$ cat src/rtl/fpu_pkg.sv
// Shared definitions for the floating-point add/subtract pipeline.
// Widths that depend on EXP_W/MAN_W live in the module; this package holds the width-independent parts.
package fpu_pkg;

  localparam int EXP_W_DEF = 8;
  localparam int MAN_W_DEF = 23;

  localparam int FLAG_INVALID   = 2;
  localparam int FLAG_OVERFLOW  = 1;
  localparam int FLAG_UNDERFLOW = 0;

  localparam logic [31:0] QNAN_FP32 = 32'h7FC0_0000;

  typedef enum logic [2:0] {
    TAG_NONE,
    TAG_NAN,
    TAG_INVALID,
    TAG_INF,
    TAG_ZERO
  } tag_e;

  function automatic int bias(int exp_w);
    return (1 << (exp_w - 1)) - 1;
  endfunction

  // Canonical quiet NaN, right-aligned in 64 bits: exponent all ones, top mantissa bit set.
  function automatic logic [63:0] qnan_word(int exp_w, int man_w);
    logic [63:0] w;
    w = ((64'd1 << exp_w) - 64'd1) << man_w;
    w = w | (64'd1 << (man_w - 1));
    return w;
  endfunction

endpackage

$ cat src/rtl/fpu_addsub_pipe_if.sv
// Operand/result handshake bundle for the add/subtract pipeline.
// The master side drives operands and out_ready; the slave side is the arithmetic block.
interface fpu_addsub_pipe_if
  import fpu_pkg::*;
#(
  parameter int EXP_W = EXP_W_DEF,
  parameter int MAN_W = MAN_W_DEF
);
  localparam int W = 1 + EXP_W + MAN_W;

  logic         in_valid;
  logic         in_ready;
  logic         op_sub;
  logic [W-1:0] x1;
  logic [W-1:0] x2;
  logic         out_valid;
  logic         out_ready;
  logic [W-1:0] y;
  logic [2:0]   flags;

  modport master (
    output in_valid, op_sub, x1, x2, out_ready,
    input  in_ready, out_valid, y, flags
  );

  modport slave (
    input  in_valid, op_sub, x1, x2, out_ready,
    output in_ready, out_valid, y, flags
  );

endinterface

$ cat src/rtl/fpu_lzc.sv
// Combinational leading-zero counter; count equals WIDTH when the input is all zeros.
module fpu_lzc #(
  parameter int WIDTH = 27
) (
  input  logic [WIDTH-1:0]               in_vec,
  output logic [$clog2(WIDTH+1)-1:0]     count,
  output logic                           all_zero
);
  localparam int CNT_W = $clog2(WIDTH + 1);

  always_comb begin
    count    = CNT_W'(WIDTH);
    all_zero = 1'b1;
    for (int i = 0; i < WIDTH; i++) begin
      if (in_vec[i]) begin
        count    = CNT_W'(WIDTH - 1 - i);
        all_zero = 1'b0;
      end
    end
  end

endmodule

$ cat src/rtl/fpu_addsub_pipe.sv
// Pipelined IEEE-754 style add/subtract: align, add/normalise, round/pack.
// All three stages share one enable, so a stalled result freezes the whole pipe without collapsing bubbles.
module fpu_addsub_pipe
  import fpu_pkg::*;
#(
  parameter int EXP_W = EXP_W_DEF,
  parameter int MAN_W = MAN_W_DEF
) (
  input logic              clk,
  input logic              rst,
  fpu_addsub_pipe_if.slave bus
);
  localparam int W    = 1 + EXP_W + MAN_W;
  localparam int F    = MAN_W + 4;
  localparam int XE   = EXP_W + 2;
  localparam int SH_W = $clog2(F);
  localparam int LZW  = $clog2(F + 1);
  localparam logic [W-1:0]         QNAN    = W'(qnan_word(EXP_W, MAN_W));
  localparam logic signed [XE-1:0] EXP_MAX = XE'((1 << EXP_W) - 1);

  typedef struct packed {
    logic             valid;
    tag_e             tag;
    logic             sign;
    logic             eff_sub;
    logic [EXP_W-1:0] exp;
    logic [F-1:0]     mant_a;
    logic [F-1:0]     mant_b;
  } s1_t;

  typedef struct packed {
    logic                  valid;
    tag_e                  tag;
    logic                  sign;
    logic signed [XE-1:0]  exp;
    logic [F-1:0]          mant;
  } s2_t;

  s1_t s1_d, s1_q;
  s2_t s2_d, s2_q;
  logic [W-1:0] y_d, y_q;
  logic [2:0]   flags_d, flags_q;
  logic         out_valid_d, out_valid_q;
  logic         en;

  logic             sa, sb;
  logic [EXP_W-1:0] ea, eb;
  logic [MAN_W-1:0] ma, mb;
  logic             a_nan, b_nan, a_inf, b_inf, a_zero, b_zero;
  logic [W-2:0]     mag_a, mag_b, mag_big, mag_small;
  logic             swap;
  logic [EXP_W-1:0] exp_diff;
  logic [SH_W-1:0]  shamt;
  logic [F-1:0]     mant_small;
  logic             sticky;

  logic [F:0]       sum;
  logic [LZW-1:0]   lz;
  logic             sum_zero;

  logic             round_inc;
  logic [MAN_W+1:0] rounded;
  logic [MAN_W-1:0] frac;
  logic [XE-1:0]    exp_r;

  assign en             = ~out_valid_q | bus.out_ready;
  assign bus.in_ready   = en;
  assign bus.out_valid  = out_valid_q;
  assign bus.y          = y_q;
  assign bus.flags      = flags_q;

  assign sa = bus.x1[W-1];
  assign ea = bus.x1[W-2:MAN_W];
  assign ma = bus.x1[MAN_W-1:0];
  assign sb = bus.x2[W-1] ^ bus.op_sub;
  assign eb = bus.x2[W-2:MAN_W];
  assign mb = bus.x2[MAN_W-1:0];

  assign a_nan  = (&ea) & (|ma);
  assign b_nan  = (&eb) & (|mb);
  assign a_inf  = (&ea) & ~(|ma);
  assign b_inf  = (&eb) & ~(|mb);
  assign a_zero = ~(|ea);
  assign b_zero = ~(|eb);

  // Stage 1: flush denormals, order operands by magnitude, right-align the smaller one.
  always_comb begin
    mag_a      = a_zero ? '0 : bus.x1[W-2:0];
    mag_b      = b_zero ? '0 : bus.x2[W-2:0];
    swap       = mag_b > mag_a;
    mag_big    = swap ? mag_b : mag_a;
    mag_small  = swap ? mag_a : mag_b;
    exp_diff   = mag_big[W-2:MAN_W] - mag_small[W-2:MAN_W];
    shamt      = (int'(exp_diff) >= MAN_W + 3) ? SH_W'(MAN_W + 3) : SH_W'(exp_diff);
    mant_small = {|mag_small[W-2:MAN_W], mag_small[MAN_W-1:0], 3'b000};
    sticky     = |(mant_small & ~({F{1'b1}} << shamt));

    s1_d         = '0;
    s1_d.valid   = bus.in_valid;
    s1_d.sign    = swap ? sb : sa;
    s1_d.eff_sub = sa ^ sb;
    s1_d.exp     = mag_big[W-2:MAN_W];
    s1_d.mant_a  = {|mag_big[W-2:MAN_W], mag_big[MAN_W-1:0], 3'b000};
    s1_d.mant_b  = (mant_small >> shamt) | {{(F-1){1'b0}}, sticky};
    s1_d.tag     = TAG_NONE;

    if (a_nan | b_nan) begin
      s1_d.tag = TAG_NAN;
    end else if (a_inf & b_inf & (sa ^ sb)) begin
      s1_d.tag = TAG_INVALID;
    end else if (a_inf | b_inf) begin
      s1_d.tag  = TAG_INF;
      s1_d.sign = a_inf ? sa : sb;
    end else if (a_zero & b_zero) begin
      s1_d.tag  = TAG_ZERO;
      s1_d.sign = sa & sb;
    end
  end

  assign sum = s1_q.eff_sub ? ({1'b0, s1_q.mant_a} - {1'b0, s1_q.mant_b})
                            : ({1'b0, s1_q.mant_a} + {1'b0, s1_q.mant_b});

  fpu_lzc #(.WIDTH(F)) u_lzc (
    .in_vec   (sum[F-1:0]),
    .count    (lz),
    .all_zero (sum_zero)
  );

  // Stage 2: a carry renormalises right by one keeping the lost bit sticky, otherwise shift left by lz.
  always_comb begin
    s2_d       = '0;
    s2_d.valid = s1_q.valid;
    s2_d.tag   = s1_q.tag;
    s2_d.sign  = s1_q.sign;
    if (sum[F]) begin
      s2_d.mant = {sum[F:2], |sum[1:0]};
      s2_d.exp  = XE'(s1_q.exp) + XE'(1);
    end else begin
      s2_d.mant = sum[F-1:0] << lz;
      s2_d.exp  = XE'(s1_q.exp) - XE'(lz);
    end
    if ((s1_q.tag == TAG_NONE) && sum_zero && !sum[F]) begin
      s2_d.tag  = TAG_ZERO;
      s2_d.sign = 1'b0;
    end
  end

  // Stage 3: round to nearest even on guard with round|sticky, then range-check and pack.
  always_comb begin
    round_inc   = s2_q.mant[2] & (s2_q.mant[3] | s2_q.mant[1] | s2_q.mant[0]);
    rounded     = {1'b0, s2_q.mant[F-1:3]} + {{(MAN_W+1){1'b0}}, round_inc};
    frac        = rounded[MAN_W+1] ? rounded[MAN_W:1] : rounded[MAN_W-1:0];
    exp_r       = s2_q.exp + {{(XE-1){1'b0}}, rounded[MAN_W+1]};
    y_d         = '0;
    flags_d     = '0;
    out_valid_d = s2_q.valid;

    case (s2_q.tag)
      TAG_NAN: y_d = QNAN;
      TAG_INVALID: begin
        y_d                   = QNAN;
        flags_d[FLAG_INVALID] = 1'b1;
      end
      TAG_INF:  y_d = {s2_q.sign, {EXP_W{1'b1}}, {MAN_W{1'b0}}};
      TAG_ZERO: y_d = {s2_q.sign, {(W-1){1'b0}}};
      default: begin
        if ($signed(exp_r) >= EXP_MAX) begin
          y_d                    = {s2_q.sign, {EXP_W{1'b1}}, {MAN_W{1'b0}}};
          flags_d[FLAG_OVERFLOW] = 1'b1;
        end else if ($signed(exp_r) <= 0) begin
          y_d                     = {s2_q.sign, {(W-1){1'b0}}};
          flags_d[FLAG_UNDERFLOW] = 1'b1;
        end else begin
          y_d = {s2_q.sign, exp_r[EXP_W-1:0], frac};
        end
      end
    endcase
  end

  always_ff @(posedge clk) begin
    if (rst) begin
      s1_q        <= '0;
      s2_q        <= '0;
      y_q         <= '0;
      flags_q     <= '0;
      out_valid_q <= 1'b0;
    end else if (en) begin
      s1_q        <= s1_d;
      s2_q        <= s2_d;
      y_q         <= y_d;
      flags_q     <= flags_d;
      out_valid_q <= out_valid_d;
    end
  end

endmodule

$ cat src/flat_wrapper.sv
// flat-port wrapper written by rule: the top's interface ports become plain ports
module fpu_addsub_pipe_flat import fpu_pkg::*;
#(
  parameter int EXP_W = EXP_W_DEF,
  parameter int MAN_W = MAN_W_DEF
)
  (clk, rst, bus_in_valid, bus_op_sub, bus_x1, bus_x2, bus_out_ready, bus_in_ready, bus_out_valid, bus_y, bus_flags);
  fpu_addsub_pipe_if #(.EXP_W(EXP_W), .MAN_W(MAN_W)) bus_i ();
  input logic clk;
  input logic rst;
  input wire logic [$bits(bus_i.in_valid)-1:0] bus_in_valid;
  input wire logic [$bits(bus_i.op_sub)-1:0] bus_op_sub;
  input wire logic [$bits(bus_i.x1)-1:0] bus_x1;
  input wire logic [$bits(bus_i.x2)-1:0] bus_x2;
  input wire logic [$bits(bus_i.out_ready)-1:0] bus_out_ready;
  output wire logic [$bits(bus_i.in_ready)-1:0] bus_in_ready;
  output wire logic [$bits(bus_i.out_valid)-1:0] bus_out_valid;
  output wire logic [$bits(bus_i.y)-1:0] bus_y;
  output wire logic [$bits(bus_i.flags)-1:0] bus_flags;
  assign bus_i.in_valid = bus_in_valid;
  assign bus_i.op_sub = bus_op_sub;
  assign bus_i.x1 = bus_x1;
  assign bus_i.x2 = bus_x2;
  assign bus_i.out_ready = bus_out_ready;
  assign bus_in_ready = bus_i.in_ready;
  assign bus_out_valid = bus_i.out_valid;
  assign bus_y = bus_i.y;
  assign bus_flags = bus_i.flags;
  fpu_addsub_pipe #(.EXP_W(EXP_W), .MAN_W(MAN_W)) u_core (.clk(clk), .rst(rst), .bus(bus_i));
endmodule
$ cat config.mk
export PLATFORM = sky130hd
export DESIGN_NAME = fpu_addsub_pipe_flat
export DESIGN_NICKNAME = d
export VERILOG_FILES = /design/src/rtl/fpu_pkg.sv /design/src/rtl/fpu_addsub_pipe_if.sv /design/src/rtl/fpu_lzc.sv /design/src/rtl/fpu_addsub_pipe.sv /design/src/flat_wrapper.sv
export SDC_FILE = /design/constraint.sdc
export NUM_CORES = 1
export LEC_CHECK = 0
export CELL_PAD_IN_SITES_DETAIL_PLACEMENT = 1
export CELL_PAD_IN_SITES_GLOBAL_PLACEMENT = 1
export CORE_MARGIN = 3
export CORE_UTILIZATION = 44
export DETAILED_ROUTE_END_ITERATION = 10
export PLACE_DENSITY_LB_ADDON = 0.1
export SLEW_MARGIN = 25
export SYNTH_ARGS = -nofsm -noshare
export SYNTH_HDL_FRONTEND = slang
export SYNTH_SLANG_ARGS = --single-unit
$ cat constraint.sdc
create_clock -name clk -period 8.3 [get_ports clk]
set_input_delay 1.66 -clock clk [delete_from_list [all_inputs] [get_ports clk]]
set_output_delay 1.66 -clock clk [all_outputs]
set_load 0.01 [all_outputs]
# After elaboration in Yosys (flattened, before gate mapping)
# Cells that the tools add are included.
# op_classes
magnitude_cmp	4
mux	79
bitwise	24
eq_ne	4
n_addsub	7
reduce_logical	16
n_shift	3
# op_table
operator	count
$mux W31	6
$mux W5	27
$pmux W32 S3	1
$reduce_or A23 Y1	2
$mux W37	1
$mux W1	36
$reduce_or A8 Y1	4
$gt A31 B31 Y1	1
$add A27 B27 Y28	1
$mux W28	1
$sub A27 B27 Y28	1
$and A27 B27 Y27	1
$not A27 Y27	1
$or A27 B1 Y27	1
$reduce_or A27 Y1	1
$shl A27 B5 Y27	1
$shl A27 B5 Y27 const A	1
$shr A27 B5 Y27	1
$add A24 B1 Y25	1
$mux W23	1
$reduce_and A8 Y1	2
$mux W4	3
$add A10 B1 Y10	1
$ge A10 B9 Y1 const B	1
other kinds (19)	40
# word_totals
reg_bits	143
word_cells	152
input_bits	69
out_inout_bits	37

# Logic depth before layout (Yosys ltp)
# logic_depth
ltp_word	32
ltp_mapped	27
depth_no_buf	25

# By module
# From an unflattened synthesis, not the netlist that was laid out.
# unflattened
hier_cells	2110
hier_area_um2	14896.8
# modules_own_cells
mod	cells_per_inst	seq_area_each_um2	instances	area_each_um2
fpu_addsub_pipe	2059	2862.7	1	14557.7
fpu_lzc	51	0.0	1	339.1

# Worst setup path after synthesis
# OpenSTA, ideal clock, no wires.
# synth_path
path_type	input port to flip-flop
start	input bus_x2[30]
end	register u_core.s1_q[7] (netlist bit)
slack_ns	1.123
arrival_time_ns	7.053
setup_ns	0.124
cell_stages	23
cell_sequence	nor4_1 -> nand2_1 -> clkbuf_1 -> and2_1 -> ha_1 -> nand4_1 -> nor3_1 -> o221ai_1 -> and4_1 -> buf_6 -> nor3_4 -> mux2i_1 -> ha_1 -> a221oi_2 -> a31oi_1 -> or3_1 -> a2111o_1 -> a211oi_1 -> buf_2 -> buf_1 -> mux2i_1 -> nor3_1 -> a2111o_1
# synth_via
elab_chain_len	9
elab_cells_between_ends	11
# synth_rtl
element	line_no	rtl
start: declaration	flat_wrapper.sv:14	input wire logic [$bits(bus_i.x2)-1:0] bus_x2;
$reduce_or A8 Y1	fpu_addsub_pipe.sv:84	assign b_zero = ~(|eb);
$mux W31 *	fpu_addsub_pipe.sv:89	mag_b = b_zero ? '0 : bus.x2[W-2:0];
$gt A31 B31 Y1	fpu_addsub_pipe.sv:90	swap = mag_b > mag_a;
$mux W31 (on tied branches)	fpu_addsub_pipe.sv:91, fpu_addsub_pipe.sv:92	
$sub A8 B8 Y8	fpu_addsub_pipe.sv:93	exp_diff = mag_big[W-2:MAN_W] - mag_small[W-2:MAN_W];
$ge A8 B5 Y1	fpu_addsub_pipe.sv:94	shamt = (int'(exp_diff) >= MAN_W + 3) ? SH_W'(MAN_W + 3) : SH_W'(exp_diff);
$mux W5	fpu_addsub_pipe.sv:94	
$shr A27 B5 Y27 *	fpu_addsub_pipe.sv:104	s1_d.mant_b = (mant_small >> shamt) | {{(F-1){1'b0}}, sticky};
$or A27 B1 Y27 *	fpu_addsub_pipe.sv:104	
end signal: assignment	fpu_addsub_pipe.sv:182	s1_q <= '0;
end signal: assignment	fpu_addsub_pipe.sv:188	s1_q <= s1_d;
end: declaration	fpu_addsub_pipe.sv:39	s1_t s1_d, s1_q;
# Every way passes the cells marked *; elsewhere a longest branch is shown, timed or not.
# A chain may end at the register's enable or synchronous reset.

# Final worst setup path
# layout_path
start	input bus_x2[30]
end	register u_core.s1_q[4] (netlist bit)
# The elaborated chain is that of the path after synthesis.

==> results.yml <==
min_path:
  hold_path_class: "reg -> reg"
  min_from: "u_core.bus.flags[1]"
  hold_depth: 2
route:
  viasPerCell: 6.48
  routed_wl_um: 61000
  drt_iter0_markers: 1223
  drt_pass1_iterations: 5
  route.vias.total: 17100
  drc: 0
  ant_nets: 0
  wl_per_cell_um: 23.1
critical_path:
  crit_path_start: "bus_x2[30]"
  critPathCaptureType: "flop"
  crit_arrival_ns: 8.26
  crit_fanout: 26
  r2r-start: "u_core.s1_q[30]"
  startpoint_type: "input pin"
  cp.required_ns: 8.65
  reg2reg_depth: 23
  crit_type: "in -> reg"
clocking:
  numClockSinks: 143
  cts-buffers-inserted: 17
  post_cts_buffers: 0
  clock-root-buffer: "clkbuf_16"
  clk_latency_ns: 0.44
  postCtsHoldBufs: 0
  cts.clk_slew.worst_paths_ns: 0.07
  htreeDepth: 4
  cts_tree: "yes"
  postCtsResizedCells: 0
  cts_buffer_depth: 2
logic_synthesis:
  syn_area_um2: 14700
  yosysMostFrequentCell: "nor2_1"
  ys.flop_type: "dfxtp_1"
  synth-async-reset-ratio: 0
  synth_area_leaders: "dfxtp_1 (19%), ha_1 (7.9%), a21oi_1 (7.2%), nor2_1 (6.8%), nand2_1 (6.5%)"
  synth_top_area_frac: 0.195
  ys_ff_latch: 143
  netlist_instances: 2146
  synth-edff-count: 0
  yosys-top-cells-count: "nor2_1 (267), nand2_1 (254), a21oi_1 (211)"
  synthDistinctLibCells: 94
  syn-num-nets: 2310
  yosysWarningCount: 0
  yosysSeqAreaShare: 0.195
  synth_top_cell_by_area: "dfxtp_1"
  avgSynthCellArea_um2: 6.85
placed_design:
  dpl-instance-area_um2: 16200
  post-place-cells: 2608
  hpwl_um: 47500
  dp_worst_setup_slack_ns: -0.151
  placement.io_buffers: 105
  routabilityCongestion: 1.04
timing:
  tightest_slew_ns: 1.09
  final-setup-viol-count: 0
  max_freq_mhz: 126
  finalCriticalPeriod_ns: 7.91
  slew_headroom: 0.267
  grt_setup_unrepaired: "false"
  setup_tns_ns: 0
  drv_slew: 0
  fin_ws_ns: 0.388
  fin_worst_skew_ns: 0.0116
  finalHoldViolCount: 0
  period_share: 0.953
grt:
  grt_antenna_before_repair: 1
  grt_first_pass_wirelength_um: 96100
  grt_usage: 0.334
  overflow: 0
  grt_max_degree: 78
  grt_pass1_vias: 17200
outcome:
  status: "finished, final reports clean"
layout:
  utilization: 0.512
  syn2layout_area_growth_pct: 14.0
  final_cell_area_um2: 16800
  nets: 2349
  drive_gt1_frac: 0.0664
  diodes: 0
  final_cells: 2640
pwr:
  p_per_area_nw_per_um2: 218
  worst_ir_drop_vdd_uv: 156
  p_leak_nw: 6.59
die:
  core.rowCount: 66
  start_util: 0.449
  die_x_um: 189
  io_pins: 106
  die_h_um: 189
  core_area_um2: 32700
  die-area_um2: 35600
run:
  maxCapViolCount: 0
## cells in the final DEF, fill, tap and decap left out, drive strengths merged, types with 37 or more instances in the layout
| cell | n |
|---|---|
| a211oi | 51 |
| a21oi | 212 |
| a22oi | 48 |
| and2 | 40 |
| buf | 58 |
| clkdlybuf4s50 | 104 |
| dfxtp | 143 |
| ha | 93 |
| inv | 99 |
| nand2 | 255 |
| nand3 | 48 |
| nor2 | 267 |
| nor3 | 53 |
| o21ai | 162 |
| xnor2 | 37 |
## layer usage
layer | wire [um] | GRT usage
met5 | 11 | 0
met4 | 2030 | 0.119
met2 | 28600 | 0.565
met3 | 3160 | 0.0474
met1 | 27200 | 0.435
## worst max-delay path, cell delays in order
cell	delay (ns)
clkdlybuf4s50_1	0.44
nor4_2	0.38
nand2_1	0.10
buf_4	0.23
and2_1	0.22
ha_1	0.32
nand4_1	0.13
nor3_1	0.32
o221ai_1	0.22
and4_1	0.30
nor3_4	0.21
mux2i_1	0.14
ha_1	0.24
a221oi_2	0.40
a31oi_1	0.17
or3_1	0.34
a2111o_1	0.55
a21oi_2	0.23
buf_4	0.17
nand2_1	0.21
buf_4	0.26
o21ai_0	0.18
a21oi_1	0.06
a31oi_1	0.30
a22oi_1	0.16
a221oi_1	0.29
## final timing paths
path                              end  slack (ns)
setup / recovery       u_core.s1_q[4]        0.39
hold reg to reg   u_core.bus.flags[1]        0.46
hold / removal    u_core.bus.flags[1]        0.46
setup reg to reg      u_core.s2_q[35]        1.53
## report_power, final
group | internal, mW | total, mW | switching [mW]
clock | 0.435 | 0.771 | 0.336
combinational | 0.701 | 1.97 | 1.27
sequential | 0.794 | 0.914 | 0.120
## layout make-up
| cell class | instances | area (um2) |
|---|---|---|
| clock buffer | 20 | 457 |
| sequential | 143 | 2860 |
| clock inverter | 12 | 123 |
| tap | 442 | 553 |
| fill | 4249 | 15900 |
| timing repair buffer | 162 | 1480 |
| multi-input combinational | 1763 | 10900 |
| inverter | 98 | 370 |
## kinds of logic after synthesis
group | share of synthesized area
AOI/OAI and AO/OA | 0.333
buffers and inverters | 0.0665
adders and majority gates | 0.0819
xor gates and xnor gates | 0.0380
and+or+nand+nor | 0.258
DFF | 0.195
muxes | 0.0279
## registers in the layout, indices dropped and copies added (netlist names)
register              count
u_core.s2_q              41
u_core.bus.y             32
u_core.s1_q              65
u_core.bus.out_valid      1
u_core.out_valid_d        1
u_core.bus.flags          3
## per-stage QoR
| stage | total power [mW] | hold slack (ns) |
|---|---|---|
| 3_3_place_gp | 2.79 | 0.439 |
| 6_report | 3.66 | 0.456 |
| 5_1_grt | 3.88 | 0.498 |
| 4_1_cts | 3.62 | 0.457 |
| 3_5_place_dp | 2.83 | 0.448 |
| 2_1_floorplan | 2.18 | 0.432 |
Power figures use the tool's default switching activity.
